===== config.mk =====
export PLATFORM = sky130hd
export DESIGN_NAME = regfile_wport_arbiter
export DESIGN_NICKNAME = d
export VERILOG_FILES = /design/src/rtl/regfile_wport_arbiter.sv
export SDC_FILE = /design/constraint.sdc
export NUM_CORES = 1
export LEC_CHECK = 0
export CAP_MARGIN = 20
export CORE_AREA = 3 3 84 86
export CTS_CLUSTER_DIAMETER = 200
export CTS_CLUSTER_SIZE = 14
export DETAILED_ROUTE_END_ITERATION = 8
export DIE_AREA = 0 0 87 89
export PLACE_DENSITY = 0.84
export SYNTH_ARGS = -nofsm -noshare
export SYNTH_HDL_FRONTEND = slang
export SYNTH_SLANG_ARGS = --single-unit

===== constraint.sdc =====
create_clock -name clk -period 6.6 [get_ports clk]
set_input_delay 1.98 -clock clk [delete_from_list [all_inputs] [get_ports clk]]
set_output_delay 1.98 -clock clk [all_outputs]
set_load 0.02 [all_outputs]

===== src/rtl/regfile_wport_arbiter.sv =====
// Write-port arbiter for the register file: pipeline writeback wins, and a late
// multi-cycle result waits in a one-entry buffer until the port is free.
module regfile_wport_arbiter #(
  parameter int DATA_W       = 32,
  parameter int ADDR_W       = 5,
  parameter int STARVE_LIMIT = 4
) (
  input  logic              clk,
  input  logic              rst,
  input  logic              p_we,
  input  logic [ADDR_W-1:0] p_waddr,
  input  logic [DATA_W-1:0] p_wdata,
  input  logic              d_valid,
  output logic              d_ready,
  input  logic [ADDR_W-1:0] d_waddr,
  input  logic [DATA_W-1:0] d_wdata,
  output logic              rf_we,
  output logic [ADDR_W-1:0] rf_waddr,
  output logic [DATA_W-1:0] rf_wdata,
  output logic              pend_valid,
  output logic [ADDR_W-1:0] pend_waddr,
  output logic              stall_req
);

  localparam int CNT_W = $clog2(STARVE_LIMIT + 1);

  typedef enum logic [1:0] {EMPTY, PENDING, STARVED} state_t;

  state_t              state_reg, state_next;
  logic [CNT_W-1:0]    cnt_reg, cnt_next, cnt_inc;
  logic [ADDR_W-1:0]   buf_addr_reg, buf_addr_next;
  logic [DATA_W-1:0]   buf_data_reg, buf_data_next;
  logic                pend, d_nz;
  logic                we_int;
  logic [ADDR_W-1:0]   waddr_int;
  logic [DATA_W-1:0]   wdata_int;

  assign pend    = (state_reg != EMPTY);
  assign d_nz    = (d_waddr != '0);
  assign cnt_inc = cnt_reg + CNT_W'(1);

  always_comb begin
    state_next    = state_reg;
    cnt_next      = cnt_reg;
    buf_addr_next = buf_addr_reg;
    buf_data_next = buf_data_reg;
    we_int        = 1'b0;
    waddr_int     = '0;
    wdata_int     = '0;
    if (p_we) begin
      if (p_waddr != '0) begin
        we_int    = 1'b1;
        waddr_int = p_waddr;
        wdata_int = p_wdata;
      end
      if (pend) begin
        // A younger pipeline write to the same register makes the pending result dead.
        if (buf_addr_reg == p_waddr) begin
          state_next = EMPTY;
          cnt_next   = '0;
        end else if (state_reg == PENDING) begin
          if (cnt_inc >= CNT_W'(STARVE_LIMIT)) begin
            state_next = STARVED;
            cnt_next   = CNT_W'(STARVE_LIMIT);
          end else begin
            cnt_next = cnt_inc;
          end
        end
      end else if (d_valid && d_nz && (d_waddr != p_waddr)) begin
        state_next    = PENDING;
        cnt_next      = '0;
        buf_addr_next = d_waddr;
        buf_data_next = d_wdata;
      end
    end else begin
      if (pend) begin
        we_int    = 1'b1;
        waddr_int = buf_addr_reg;
        wdata_int = buf_data_reg;
        cnt_next  = '0;
        if (d_valid && d_nz) begin
          state_next    = PENDING;
          buf_addr_next = d_waddr;
          buf_data_next = d_wdata;
        end else begin
          state_next = EMPTY;
        end
      end else if (d_valid && d_nz) begin
        we_int    = 1'b1;
        waddr_int = d_waddr;
        wdata_int = d_wdata;
      end
    end
  end

  always_ff @(posedge clk) begin
    if (rst) begin
      state_reg    <= EMPTY;
      cnt_reg      <= '0;
      buf_addr_reg <= '0;
      buf_data_reg <= '0;
    end else begin
      state_reg    <= state_next;
      cnt_reg      <= cnt_next;
      buf_addr_reg <= buf_addr_next;
      buf_data_reg <= buf_data_next;
    end
  end

  // Every output is forced low while reset is held, even before the reset edge.
  assign d_ready    = !rst && (!pend || !p_we);
  assign rf_we      = !rst && we_int;
  assign rf_waddr   = rst ? '0 : waddr_int;
  assign rf_wdata   = rst ? '0 : wdata_int;
  assign pend_valid = !rst && pend;
  assign pend_waddr = (!rst && pend) ? buf_addr_reg : '0;
  assign stall_req  = !rst && (state_reg == STARVED);

endmodule

Yosys cells after proc, flatten, opt, wreduce, memory -nomap -nowiden
Index checks and enable logic that the tools add are counted.

Register bits after elaboration: 42. Input bits: 78. Word-level logic and storage cells: 72.

Add/sub/neg operators: 1. Order comparisons: 1. Eq/ne operators: 7. Mux-type cells: 40. Reductions and logical operators: 19.

Operator list (count): $mux W32 (10); $mux W5 (11); $mux W3 (7); $mux W2 (7); $reduce_bool A5 Y1 (2); $ne A4 B2 Y1 const B (2); $reduce_and A4 Y1 (2); $reduce_bool A2 Y1 (4); $logic_and A1 B1 Y1 (6); $eq A5 B5 Y1 (1); $mux W1 (5); $ne A5 B5 Y1 (1); $add A3 B1 Y3 const B (1); $ge A3 B3 Y1 const B (1); $logic_not A1 Y1 (3); $reduce_and A3 Y1 (1); $eq A2 B1 Y1 const B (1); $eq A2 B2 Y1 const B (1); $ne A2 B2 Y1 const B (1); $logic_or A1 B1 Y1 (1).

Longest topological paths before layout
Depth in word-level cells: 7. Gate-level depth with buffers: 7. Gate-level depth less buffers: 5.

Worst setup path before layout
No wires, ideal clock.

Kind: input -> output. Start: input port d_waddr[3]. End: output port rf_wdata[1]. Data arrival time: 3.295 ns. Slack: 1.325 ns. Cell stages on the path: 6. Buffers on the path: 1. Cell sequence: or4_4 > o21ai_4 > nor2_2 > buf_2 > a221oi_2 > nor3_1.

Word-level cells in the longest chain between the ends: 6.

RTL lines: start, declared (line 15) `input logic [ADDR_W-1:0] d_waddr,`; $reduce_bool A5 Y1 (line 39) `assign d_nz = (d_waddr != '0);`; $logic_and A1 B1 Y1 (line 88) `end else if (d_valid && d_nz) begin`; $mux W32 (line 88); $mux W32 (line 76) `if (pend) begin`; $mux W32 (line 50) `if (p_we) begin`; $mux W32 (line 114) `assign rf_wdata = rst ? '0 : wdata_int;`; end, declared (line 19) `output logic [DATA_W-1:0] rf_wdata,`.

Every way passes these cells.

Final worst setup path
Start: input port d_waddr[1]. End: output port rf_wdata[0].

The elaborated chain is that of the path after synthesis.

==> run metrics <==
Leak roughly 1.6 nW; global-route wire length before repair roughly 14 mm; Pins Over Slew Limit 0; ANT nets after route 0; drt first pass iters 5; timing-limited maximum frequency ~150 MHz; number of antenna violations at the first check in global routing 0; # resized after CTS 0; part of the total power dissipated in the clock network between 20% and 30%; clock tree skew after final layout 8.27 ps; shortest period the worst path allows about 6500 ps; Reg2Reg Setup Slack ~3700 ps; cell with the most instances on the worst path clkdlybuf4s50_1; final instance count without filler cells roughly 560; CTS tree built; number of cells produced by synthesis about 370; fraction of layout instances using a drive strength above 1 about a tenth; cell count after placement roughly 550; number of logic stages on the critical path including buffering 8; RSZ-0062 raised after global routing false; leading area contributor after synthesis dfxtp_1; # rows 29; starting density of the core 45.3%; Cell Chain, Critical Path clkdlybuf4s50_1 -> or4_4 -> o21ai_4 -> nor2_2 -> buf_4 -> a221oi_1 -> nor3_1 -> clkdlybuf4s50_1; area of the core 6350 µm²; clock input transition at the sequential cells of the worst setup and hold paths 80 ps; Hold Path Cell Cnt 2; Buffers on Ports 123; CP Buf/Inv Count 3; vias per cell 5.54; relative contribution of combinational cells to total power around a third; number of enable-type register cells in the synthesized netlist 0; worst rel slew slack a little under a third; number of H-tree levels 2; Initial DRC Count between 100 and 150; signed area change from the synthesized netlist to the final layout 47.4%; Fin Setup TNS 0 ps; internal power consumption a little over 0.0005 W; peak fanout along the critical path 13; Critical R2R Capture buf_data_reg[20]; Sw Pwr 0.000239 W; Yosys top cell area share 29.2%; Clock Path Buffers 2; post-synthesis sequential area ratio 29.2%; Ys Warns 0; IO Count roughly 120; HPWL after DPL around 6.2 mm; number of nets in the layout 560; maximum number of pins on one net before global-route repair 48; worst reg-to-reg path cell count 5; CP Class in2out; share of total power consumed by net switching around a third; DRC violations left 0; Post-Synthesis Mean Instance Area between 7 and 8 µm²; total number of clock tree sinks 42; Chip Width roughly 87 µm; DRT Wirelength roughly 8.8 mm; Final setup viols 0; CTS Root Cell clkbuf_8; largest vdd supply drop between 0.1 and 0.15 mV; count of hold buffers inserted by post-cts repair 0; highest-delay cell along the critical path clkdlybuf4s50_1; area taken by flip-flops and latches ~840 µm²; total overflow reported by the global router 0; critical path startpoint d_waddr[1]; kind of path behind the tightest hold check reg2reg; required time at the endpoint of the critical path around 4600 ps; area occupied by multi-input gates between 1500 and 2000 µm²; worst slew pin tran 1030 ps; Seq cells post-synth 42; reg-to-reg critical path startpoint state_reg[1]; clock buffer count from CTS 5; largest stage delay on the critical path 550 ps; fraction of the core area covered by cells at the end of the flow 66.8%; cell area power density approximately 180 nW/µm²; number of fill cells ~530; worst-skew pair later-pin latency 290 ps; Synthesized Nets around 450; Main synth FF type dfxtp_1; total of max-cap violations 0; CP top delay family buffers and inverters; cell types occupying the most area after synthesis dfxtp_1 (29%), mux2i_1 (13%), nand2_1 (12%), a221oi_1 (6.7%), nor3_1 (5.7%); max FFs per register 32; proportion of synthesized flip-flops having asynchronous set or reset 0%; capturing instance or port of the critical path rf_wdata[0]; GRT Overall Usage between 20% and 30%; count of cell types in the netlist 43; result of the run completed; setup repair bufs after CTS 0; number of vias after detailed routing between 3000 and 4000; die area a little under 8000 µm²; routed wirelength normalized by instance count 15.7 µm; final weighted congestion in routability-driven placement about 0.89; via count of the first global-routing pass slightly below 3000; CP arrival around 4500 ps; cell area after synthesis approximately 2900 µm²; Die Ht roughly 89 µm; startpoint type of the worst setup path primary input; nature of the critical path endpoint output pin; Sequential Power Share between 30% and 40%; share of the clock period used by the worst path ~98%; Fin. Hold Viols 0; number of antenna repair diodes 0
cells in the mapped netlist (all sizes together) (4+ instances only):
cell type / number
nor3: 34
clkbuf: 20
xnor2: 5
mux2i: 38
xor2: 6
a221oi: 32
buf: 13
nor2: 41
a21oi: 13
and3: 5
dfxtp: 42
nand3: 6
nand2: 89
inv: 4
metal layers:
| metal | GRT usage, % | up-vias | share of wire [%] |
|---|---|---|---|
| li1 | - | 1549 | - |
| met1 | 27.7 | 1446 | 43 |
| met2 | 40.1 | 100 | 51 |
| met3 | 4.33 | 4 | 5.6 |
| met4 | 6.09 | 0 | 0.63 |
| met5 | 0 | - | 0 |
power groups by stage:
stage	Combinational, W	Sequential [W]	Clock [W]
6_report	0.000258	0.000281	0.000204
3_5_place_dp	0.000257	0.000287	0
2_1_floorplan	0.000148	0.000284	0
3_3_place_gp	0.000253	0.000286	0
5_1_grt	0.000280	0.000284	0.000218
4_1_cts	0.000259	0.000281	0.000207
how the worst min path moves through the flow:
stage	slack, ps	endpoint	from
final	460	buf_data_reg[28]	buf_data_reg[28]
after global routing	490	buf_data_reg[28]	buf_data_reg[28]
after CTS	460	buf_data_reg[28]	buf_data_reg[28]
after detailed placement	450	buf_data_reg[21]	buf_data_reg[21]
after global placement	440	buf_data_reg[25]	buf_data_reg[25]
after floorplan	430	buf_data_reg[0]	buf_data_reg[0]
tightest hold or removal path: cells and delay by family (launching register included):
kind | cells | cell delay, ps
simple gates | 1 | 50
mux | 1 | 50
flops | 1 | 320
cell type report:
cell class	instances	area share (%)
clock buffer	5	1.62
clock inverter	3	0.944
inverter	4	0.354
multi-input combinational	294	44.1
sequential	42	19.8
tap	77	2.27
timing repair buffer	134	30.9
stage by stage:
stage / hold slack [ps] / cell area (µm²) / setup slack (ps) / total power, W
2_1_floorplan: 435 / 2880 / 1330 / 0.000432
4_1_cts: 465 / 4240 / 98.6 / 0.000748
6_report: 462 / 4240 / 101 / 0.000743
3_3_place_gp: 443 / 4130 / 119 / 0.000539
5_1_grt: 489 / 4240 / 8.58 / 0.000782
3_5_place_dp: 451 / 4130 / 112 / 0.000544
cells in the final DEF, fill, tap and decap left out, types with 2 or more instances in the layout:
cell type / n
a211oi_1: 2
a21oi_1: 11
a221oi_1: 22
a221oi_2: 10
and3_1: 5
buf_4: 11
clkbuf_8: 5
clkdlybuf4s50_1: 122
clkinv_2: 2
dfxtp_1: 42
inv_1: 2
inv_2: 2
mux2i_1: 38
nand2_1: 89
nand3_1: 6
nor2_1: 39
nor2_2: 2
nor3_1: 33
nor4_1: 3
xnor2_1: 5
xor2_1: 6
cells by family (layout without fill, tap and decap cells):
kind of cell	count (synthesis)	in the layout	synth area share, %
adders and majority gates	1	1	0.435
xor gates and xnor gates	11	11	3.35
muxes	38	38	13.2
AOI/OAI and AO/OA	59	59	19.3
and+or+nand+nor	185	185	28.4
DFF	42	42	29.2
buffers and inverters	37	146	6.13
Note: power is estimated with default switching activity, not from simulation.
